[config.mk]
export PLATFORM = sky130hd
export DESIGN_NAME = zeroriscy_vector_store_unit
export DESIGN_NICKNAME = d
export VERILOG_FILES = /design/src/rtl/zeroriscy_vector_store_unit.sv
export SDC_FILE = /design/constraint.sdc
export NUM_CORES = 1
export LEC_CHECK = 0
export CAP_MARGIN = 20
export CELL_PAD_IN_SITES_DETAIL_PLACEMENT = 0
export CELL_PAD_IN_SITES_GLOBAL_PLACEMENT = 1
export CORE_ASPECT_RATIO = 0.9
export CORE_MARGIN = 2
export CORE_UTILIZATION = 25
export CTS_CLUSTER_DIAMETER = 100
export DETAILED_ROUTE_END_ITERATION = 8
export GPL_ROUTABILITY_DRIVEN = 0
export PLACE_DENSITY = 0.57
export SLEW_MARGIN = 40
export SYNTH_ARGS = -nofsm -noshare
export SYNTH_HDL_FRONTEND = slang
export SYNTH_SLANG_ARGS = --single-unit
[constraint.sdc]
create_clock -name clk -period 10.4 [get_ports clk]
set_clock_uncertainty 0.15 [all_clocks]
set_input_delay 1.04 -clock clk [delete_from_list [all_inputs] [get_ports clk]]
set_output_delay 1.04 -clock clk [all_outputs]
set_load 0.02 [all_outputs]
[src/rtl/zeroriscy_vector_store_unit.sv]
// -----------------------------------------------------------------------------
// zeroriscy_vector_store_unit
//
// Stores one 4-lane x 32-bit vector register to data memory as four strided
// word stores, one outstanding memory transaction at a time.
//
// Sequence: IDLE -> READ (snapshot register file) -> { REQ -> WAIT } per lane
//           -> DONE (one-cycle done_o pulse) -> IDLE.
// A bus error reported with rvalid abandons the remaining lanes and sets the
// sticky err_o, which is cleared only when the next command is accepted.
//
// Ports
//   clk, rst        core clock, asynchronous active-high reset
//   start_i         single-cycle store command (sampled in IDLE only)
//   vreg_addr_i     source vector register index
//   base_addr_i     byte address of lane 0
//   stride_i        byte distance between consecutive lanes
//   busy_o          high in every state except IDLE
//   done_o          one-cycle completion pulse (success or error)
//   err_o           sticky bus-error flag
//   vrf_raddr_o     registered register-file read address
//   vrf_rdata_i     register-file read data, lane 0 in the low word
//   data_*          core data-memory request/grant/rvalid interface
// -----------------------------------------------------------------------------
module zeroriscy_vector_store_unit #(
  parameter int NUM_LANES = 4,
  parameter int DATA_W    = 32
) (
  input  logic                        clk,
  input  logic                        rst,
  input  logic                        start_i,
  input  logic [3:0]                  vreg_addr_i,
  input  logic [31:0]                 base_addr_i,
  input  logic [31:0]                 stride_i,
  output logic                        busy_o,
  output logic                        done_o,
  output logic                        err_o,
  output logic [3:0]                  vrf_raddr_o,
  input  logic [NUM_LANES*DATA_W-1:0] vrf_rdata_i,
  output logic                        data_req_o,
  input  logic                        data_gnt_i,
  input  logic                        data_rvalid_i,
  input  logic                        data_err_i,
  output logic [31:0]                 data_addr_o,
  output logic                        data_we_o,
  output logic [3:0]                  data_be_o,
  output logic [DATA_W-1:0]           data_wdata_o
);

  localparam int LANE_W = $clog2(NUM_LANES);
  localparam logic [LANE_W-1:0] LAST_LANE = LANE_W'(NUM_LANES - 1);

  localparam logic [2:0] S_IDLE = 3'd0;
  localparam logic [2:0] S_READ = 3'd1;
  localparam logic [2:0] S_REQ  = 3'd2;
  localparam logic [2:0] S_WAIT = 3'd3;
  localparam logic [2:0] S_DONE = 3'd4;

  logic [2:0]        state_q;
  logic [2:0]        state_d;
  logic [LANE_W-1:0] lane_q;
  logic              accept;
  logic              advance;
  logic              in_req;

  logic [31:0]                          acc_q;
  logic [31:0]                          stride_q;
  logic [NUM_LANES-1:0][DATA_W-1:0]     lane_buf_q;

  // Command decode: a start is only honoured in IDLE; a lane advances only on
  // an error-free response that is not the last lane.
  assign accept  = (state_q == S_IDLE) && start_i;
  assign advance = (state_q == S_WAIT) && data_rvalid_i && !data_err_i &&
                   (lane_q != LAST_LANE);

  always_comb begin
    state_d = state_q;
    case (state_q)
      S_IDLE: if (start_i) state_d = S_READ;
      S_READ: state_d = S_REQ;
      S_REQ:  if (data_gnt_i) state_d = S_WAIT;
      S_WAIT: begin
        if (data_rvalid_i) begin
          if (data_err_i || (lane_q == LAST_LANE)) state_d = S_DONE;
          else                                     state_d = S_REQ;
        end
      end
      S_DONE: state_d = S_IDLE;
      default: state_d = S_IDLE;
    endcase
  end

  // Control state: FSM, lane counter, sticky error, read address.
  always_ff @(posedge clk or posedge rst) begin
    if (rst) begin
      state_q     <= S_IDLE;
      lane_q      <= '0;
      err_o       <= 1'b0;
      vrf_raddr_o <= '0;
    end else begin
      state_q <= state_d;
      if (accept) begin
        lane_q      <= '0;
        err_o       <= 1'b0;
        vrf_raddr_o <= vreg_addr_i;
      end else if (advance) begin
        lane_q <= lane_q + 1'b1;
      end
      if ((state_q == S_WAIT) && data_rvalid_i && data_err_i) err_o <= 1'b1;
    end
  end

  // Datapath: address accumulator, stride and the lane snapshot taken in READ.
  // These are only observable through REQ-gated outputs, so they carry no reset.
  always_ff @(posedge clk) begin
    if (accept) begin
      acc_q    <= base_addr_i;
      stride_q <= stride_i;
    end else if (advance) begin
      acc_q <= acc_q + stride_q;
    end
    if (state_q == S_READ) lane_buf_q <= vrf_rdata_i;
  end

  // Memory request outputs are decoded from the state so that an asynchronous
  // reset removes the request in the same instant.
  assign in_req       = (state_q == S_REQ);
  assign data_req_o   = in_req;
  assign data_we_o    = in_req;
  assign data_be_o    = in_req ? 4'b1111 : 4'b0000;
  assign data_addr_o  = in_req ? acc_q : 32'h0;
  assign data_wdata_o = in_req ? lane_buf_q[lane_q] : '0;

  assign busy_o = (state_q != S_IDLE);
  assign done_o = (state_q == S_DONE);

endmodule

; Yosys cells after proc, flatten, opt, wreduce, memory -nomap -nowiden
; Cells that the tools add are included.
[op_classes]
n_mux = 16
add_sub_neg = 2
order_cmp = 1
eq_ne = 9
n_reduce_logical = 12
[ops]
columns = operator, n
row1 = $mux 32, 5
row2 = $bmux 32 s2, 1
row3 = $add 32x32->32, 1
row4 = $mux 3, 4
row5 = $pmux 3 s4, 1
row6 = $ne 2x2->1 const B, 4
row7 = $eq 3x2->1 const B, 2
row8 = $logic_and 1x1->1, 5
row9 = $mux 2, 2
row10 = $mux 4, 1
row11 = $reduce_bool 2->1, 2
row12 = $eq 3x1->1 const B, 1
row13 = $eq 3x3->1 const B, 1
row14 = $logic_not 3->1, 1
row15 = $lt 2x3->1 const B, 1
row16 = $reduce_and 3->1, 1
row17 = $reduce_bool 3->1, 1
row18 = $add 2x1->2 const B, 1
row19 = $eq 2x2->1 const B, 1
row20 = $mux 1, 2
row21 = $logic_not 1->1, 1
row22 = $logic_or 1x1->1, 1
[word_totals]
regBits = 202

; Logic depth before layout (Yosys ltp)
[logic_depth]
word_depth = 6
ltp_mapped = 9
depth_no_buf = 9

; Worst setup path before layout
; No wires, ideal clock.
[synth_timing]
kind = reg2reg
start = register state_q[2]
end = register lane_buf_q[0] (netlist bit) (enable)
required_time_ns = 9.634
arrival_ns = 5.902
setup_time_ns = 0.616
path_slack_ns = 3.731
path_stages_with_launch = 3
path_cell_list = dfrtp_1 nand2b_1 nor2_1
[synth_between]
elab_chain_len = 1
[synth_rtl]
columns = item, line
row1 = start: declaration, 59  ; logic [2:0] state_q;
row2 = start signal: assignment, 101  ; state_q <= state_d;
row3 = $eq 3x1->1, 122  ; if (state_q == S_READ) lane_buf_q <= vrf_rdata_i;
row4 = end signal: assignment, 122
row5 = end: declaration, 68  ; logic [NUM_LANES-1:0][DATA_W-1:0] lane_buf_q;
; Every way passes these cells.
; A chain may end at the register's enable or synchronous reset.

; Worst setup path after layout
[layout_timing]
start = register lane_q[0]
end = output port data_wdata_o[31]
[layout_between]
elab_chain_len = 3
[layout_rtl]
columns = item, line
row1 = start: declaration, 61  ; logic [LANE_W-1:0] lane_q;
row2 = start signal: assignment, 107  ; lane_q <= lane_q + 1'b1;
row3 = $bmux 32 s2, 132  ; assign data_wdata_o = in_req ? lane_buf_q[lane_q] : '0;
row4 = $mux 32 (not written as such), 132
row5 = $mux 32, 132
row6 = end: declaration, 47  ; output logic [DATA_W-1:0] data_wdata_o
; Every way passes these cells. The select of a mux whose other input is x is not followed.

==> flow_metrics.env <==
export IMPL_grt_usage=0.136
export IMPL_finalHoldViolCount=0
export IMPL_fin_setup_tns_ns=0
export IMPL_period_share=0.385
export IMPL_post_cts_buffers=0
export IMPL_drc=0
export IMPL_grt_antenna_before_repair=7
export IMPL_power_leakage_nw=4.81
export IMPL_root_buffer="clkbuf_16"
export IMPL_dp_hpwl_mm=20.0
export IMPL_run_status="finished clean"
export IMPL_synth_compound_area_frac=0.0915
export IMPL_drtIter0Drc=308
export IMPL_clock_fmax_mhz=250
export IMPL_initial_utilization=0.252
export IMPL_yosys_warnings=0
export IMPL_synth_seq_cells=202
export IMPL_fp_dieW_um=211
export IMPL_rows=68
export IMPL_syn_to_final_growth_pct=44.1
export IMPL_synth_top_family_by_area="simple AND/OR/NAND/NOR gates"
export IMPL_drv_slew=0
export IMPL_post_place_ws_ns=6.63
export IMPL_crit_required_ns=9.21
export IMPL_maxCapViolCount=0
export IMPL_insertion_delay_ns=0.55
export IMPL_synth_area_sq_um=9610
export IMPL_route_detailed_wl_per_inst_um=18.4
export IMPL_vias=6668
export IMPL_die_h_um=190
export IMPL_synth_edf_count=192
export IMPL_htreeDepth=1
export IMPL_criticalPathCategory="reg2out"
export IMPL_synth_nets=932
export IMPL_yosys_area_top_type="edfxtp_1"
export IMPL_cts_resized_gates=0
export IMPL_grt_max_degree=68
export IMPL_dr_pass1_iters=5
export IMPL_vias_per_cell=4.48
export IMPL_tritoncts_num_buffers=26
export IMPL_nNetsFinal=1209
export IMPL_cts_num_sinks=202
export IMPL_ys_types=62
export IMPL_yosys_top_cells_area="edfxtp_1, mux4_2, and2_1, ha_1, dfrtp_1"
export IMPL_clkTransAtPathRegs_ns=0.06
export IMPL_synthAdderAreaFrac=0.0437
export IMPL_ant_nets=0
export IMPL_max_vdd_ir_drop_mv=0.120
export IMPL_gr_total_overflow=0
export IMPL_drive_gt1_frac=0.0976
export IMPL_setup_slack_ns=6.40
export IMPL_hp_class="reg2reg"
export IMPL_powerDensity_nw_per_um2=272
export IMPL_wl_mm=27.4
export IMPL_cts_tree="yes"
export IMPL_yosysTopAreaCellShare=0.600
export IMPL_grt_pass1_wl_mm=41.5
export IMPL_arrival_ns=2.81
export IMPL_syn_avg_cell_area_sq_um=13.8
export IMPL_final_core_util=0.363
export IMPL_grt_pass1_vias=7121
export IMPL_cp_max_fo=34
export IMPL_ctsLongestPathBuffers=3
export IMPL_postCtsHoldBufs=0
export IMPL_synth_async_sr_flop_share=0.0495
export IMPL_fp_coreArea_sq_um=38100
export IMPL_die_area_sq_um=40000
export IMPL_worst_pin_slew_ns=0.793
export IMPL_min_period_ns=4.00
export IMPL_yosys_area_share_simple=0.118
export IMPL_io_pins=279
export IMPL_synth_area_mux_share=0.0791
export IMPL_rsz0062_at_grt="false"
export IMPL_critPathLaunchType="register"
export IMPL_synth_top_flop_cell="edfxtp_1"
export IMPL_seq_area_frac_synth=0.626
export IMPL_synthCells=697
export IMPL_endpoint_kind="output port"
export IMPL_slew_headroom=0.472
export IMPL_setup_violations=0
export IMPL_synth_xor_area_frac=0.0200
export IMPL_port_buffers=278
## synth_stat cells, drive strengths merged (2+ instances only)
master	instances
and3	3
xor2	12
a31oi	6
nand3	14
ha	32
a21oi	46
o221ai	2
mux2i	4
edfxtp	192
nand2	61
dfrtp	10
nor3	7
buf	13
xnor2	10
o21ai	29
inv	10
a211oi	8
o22a	2
nor2	46
and2	66
o211ai	7
o31ai	3
nand4	7
o21bai	6
mux4	32
nor4b	2
or3	3
nand2b	2
nor2b	3
clkbuf	25
a21o	10
o21a	5
nor3b	3
## layer usage
metal,part of all wire,vias up,track usage
met4,0.018,12,0.0265
li1,-,3194,-
met3,0.10,38,0.0604
met2,0.46,230,0.221
met5,0.0028,-,0
met1,0.42,3194,0.169
## final timing paths
kind,startpoint,to,slack (ns),cells past startpoint
min in group asynchronous,rst,err_o,0.63,2
max in group asynchronous,rst,lane_q[0],9.14,2
worst max register to register,acc_q[0],acc_q[16],7.17,9
worst min-delay path,vrf_raddr_o[3],vrf_raddr_o[3],0.33,2
worst min register to register,vrf_raddr_o[3],vrf_raddr_o[3],0.33,2
worst max-delay path,lane_q[0],data_wdata_o[31],6.40,4
## cells in the final DEF (no fill, tap or decap), types with 5 or more instances in the layout
master	instances
ha_1	32
mux4_2	32
xor2_1	12
edfxtp_1	192
nand2_1	60
clkdlybuf4s50_1	278
nor3_1	6
inv_1	9
a211oi_1	7
buf_4	8
nor2_1	44
o21ai_0	23
xnor2_1	10
clkbuf_1	8
clkbuf_16	26
nand4_1	7
o21bai_1	6
o211ai_1	7
a21oi_1	46
dfrtp_1	9
nand3_1	14
a21o_1	10
o21ai_1	5
and2_1	66
## sequential cells by signal, indices dropped and copies added (netlist names)
name	count
lane_buf_q	128
acc_q	32
stride_q	32
vrf_raddr_o	4
state_q	3
lane_q	2
err_o	1
## logic make-up (layout without fill, tap and decap cells)
family / after synthesis / after routing
AND/OR/NAND/NOR: 221 / 221
AO/OA/AOI/OAI: 134 / 134
adder cells (fa/ha/maj): 33 / 33
other: 0 / 3
buffers and inverters: 49 / 346
flip-flops: 202 / 202
XOR/XNOR: 22 / 22
multiplexers: 36 / 36
## layout make-up
| type | count | area, sq um |
|---|---|---|
| timing repair buffer | 287 | 2850 |
| clock buffer | 38 | 736 |
| multi-input combinational | 446 | 3400 |
| inverter | 11 | 41.3 |
| tap | 490 | 613 |
| sequential | 202 | 6020 |
| fill | 3766 | 24300 |
| antenna | 3 | 7.51 |
| clock inverter | 10 | 180 |
## critical path, cell delays in order (launching register included)
cell and delay (ns):
dfrtp_2 0.33, buf_4 0.56, mux4_2 0.58, and2_1 0.20, clkdlybuf4s50_1 0.54
## power breakdown
group | internal [W] | switching (W) | total [W]
combinational | 0.000748 | 0.000889 | 0.00164
clock | 0.000592 | 0.000350 | 0.000942
sequential | 0.00113 | 0.0000649 | 0.00119
total | 0.00247 | 0.00130 | 0.00377
## metrics by stage
step | power, W | hold slack (ns) | instances | instance area (sq um)
finish | 0.00377 | 0.333 | 1487 | 13900
global route | 0.00401 | 0.372 | 1484 | 13800
CTS | 0.00384 | 0.346 | 1484 | 13800
floorplan | 0.00224 | 0.318 | 697 | 9610
detailed placement | 0.00287 | 0.330 | 1436 | 12900
global placement | 0.00287 | 0.326 | 1436 | 12900
(Power assumes the default switching activity.)
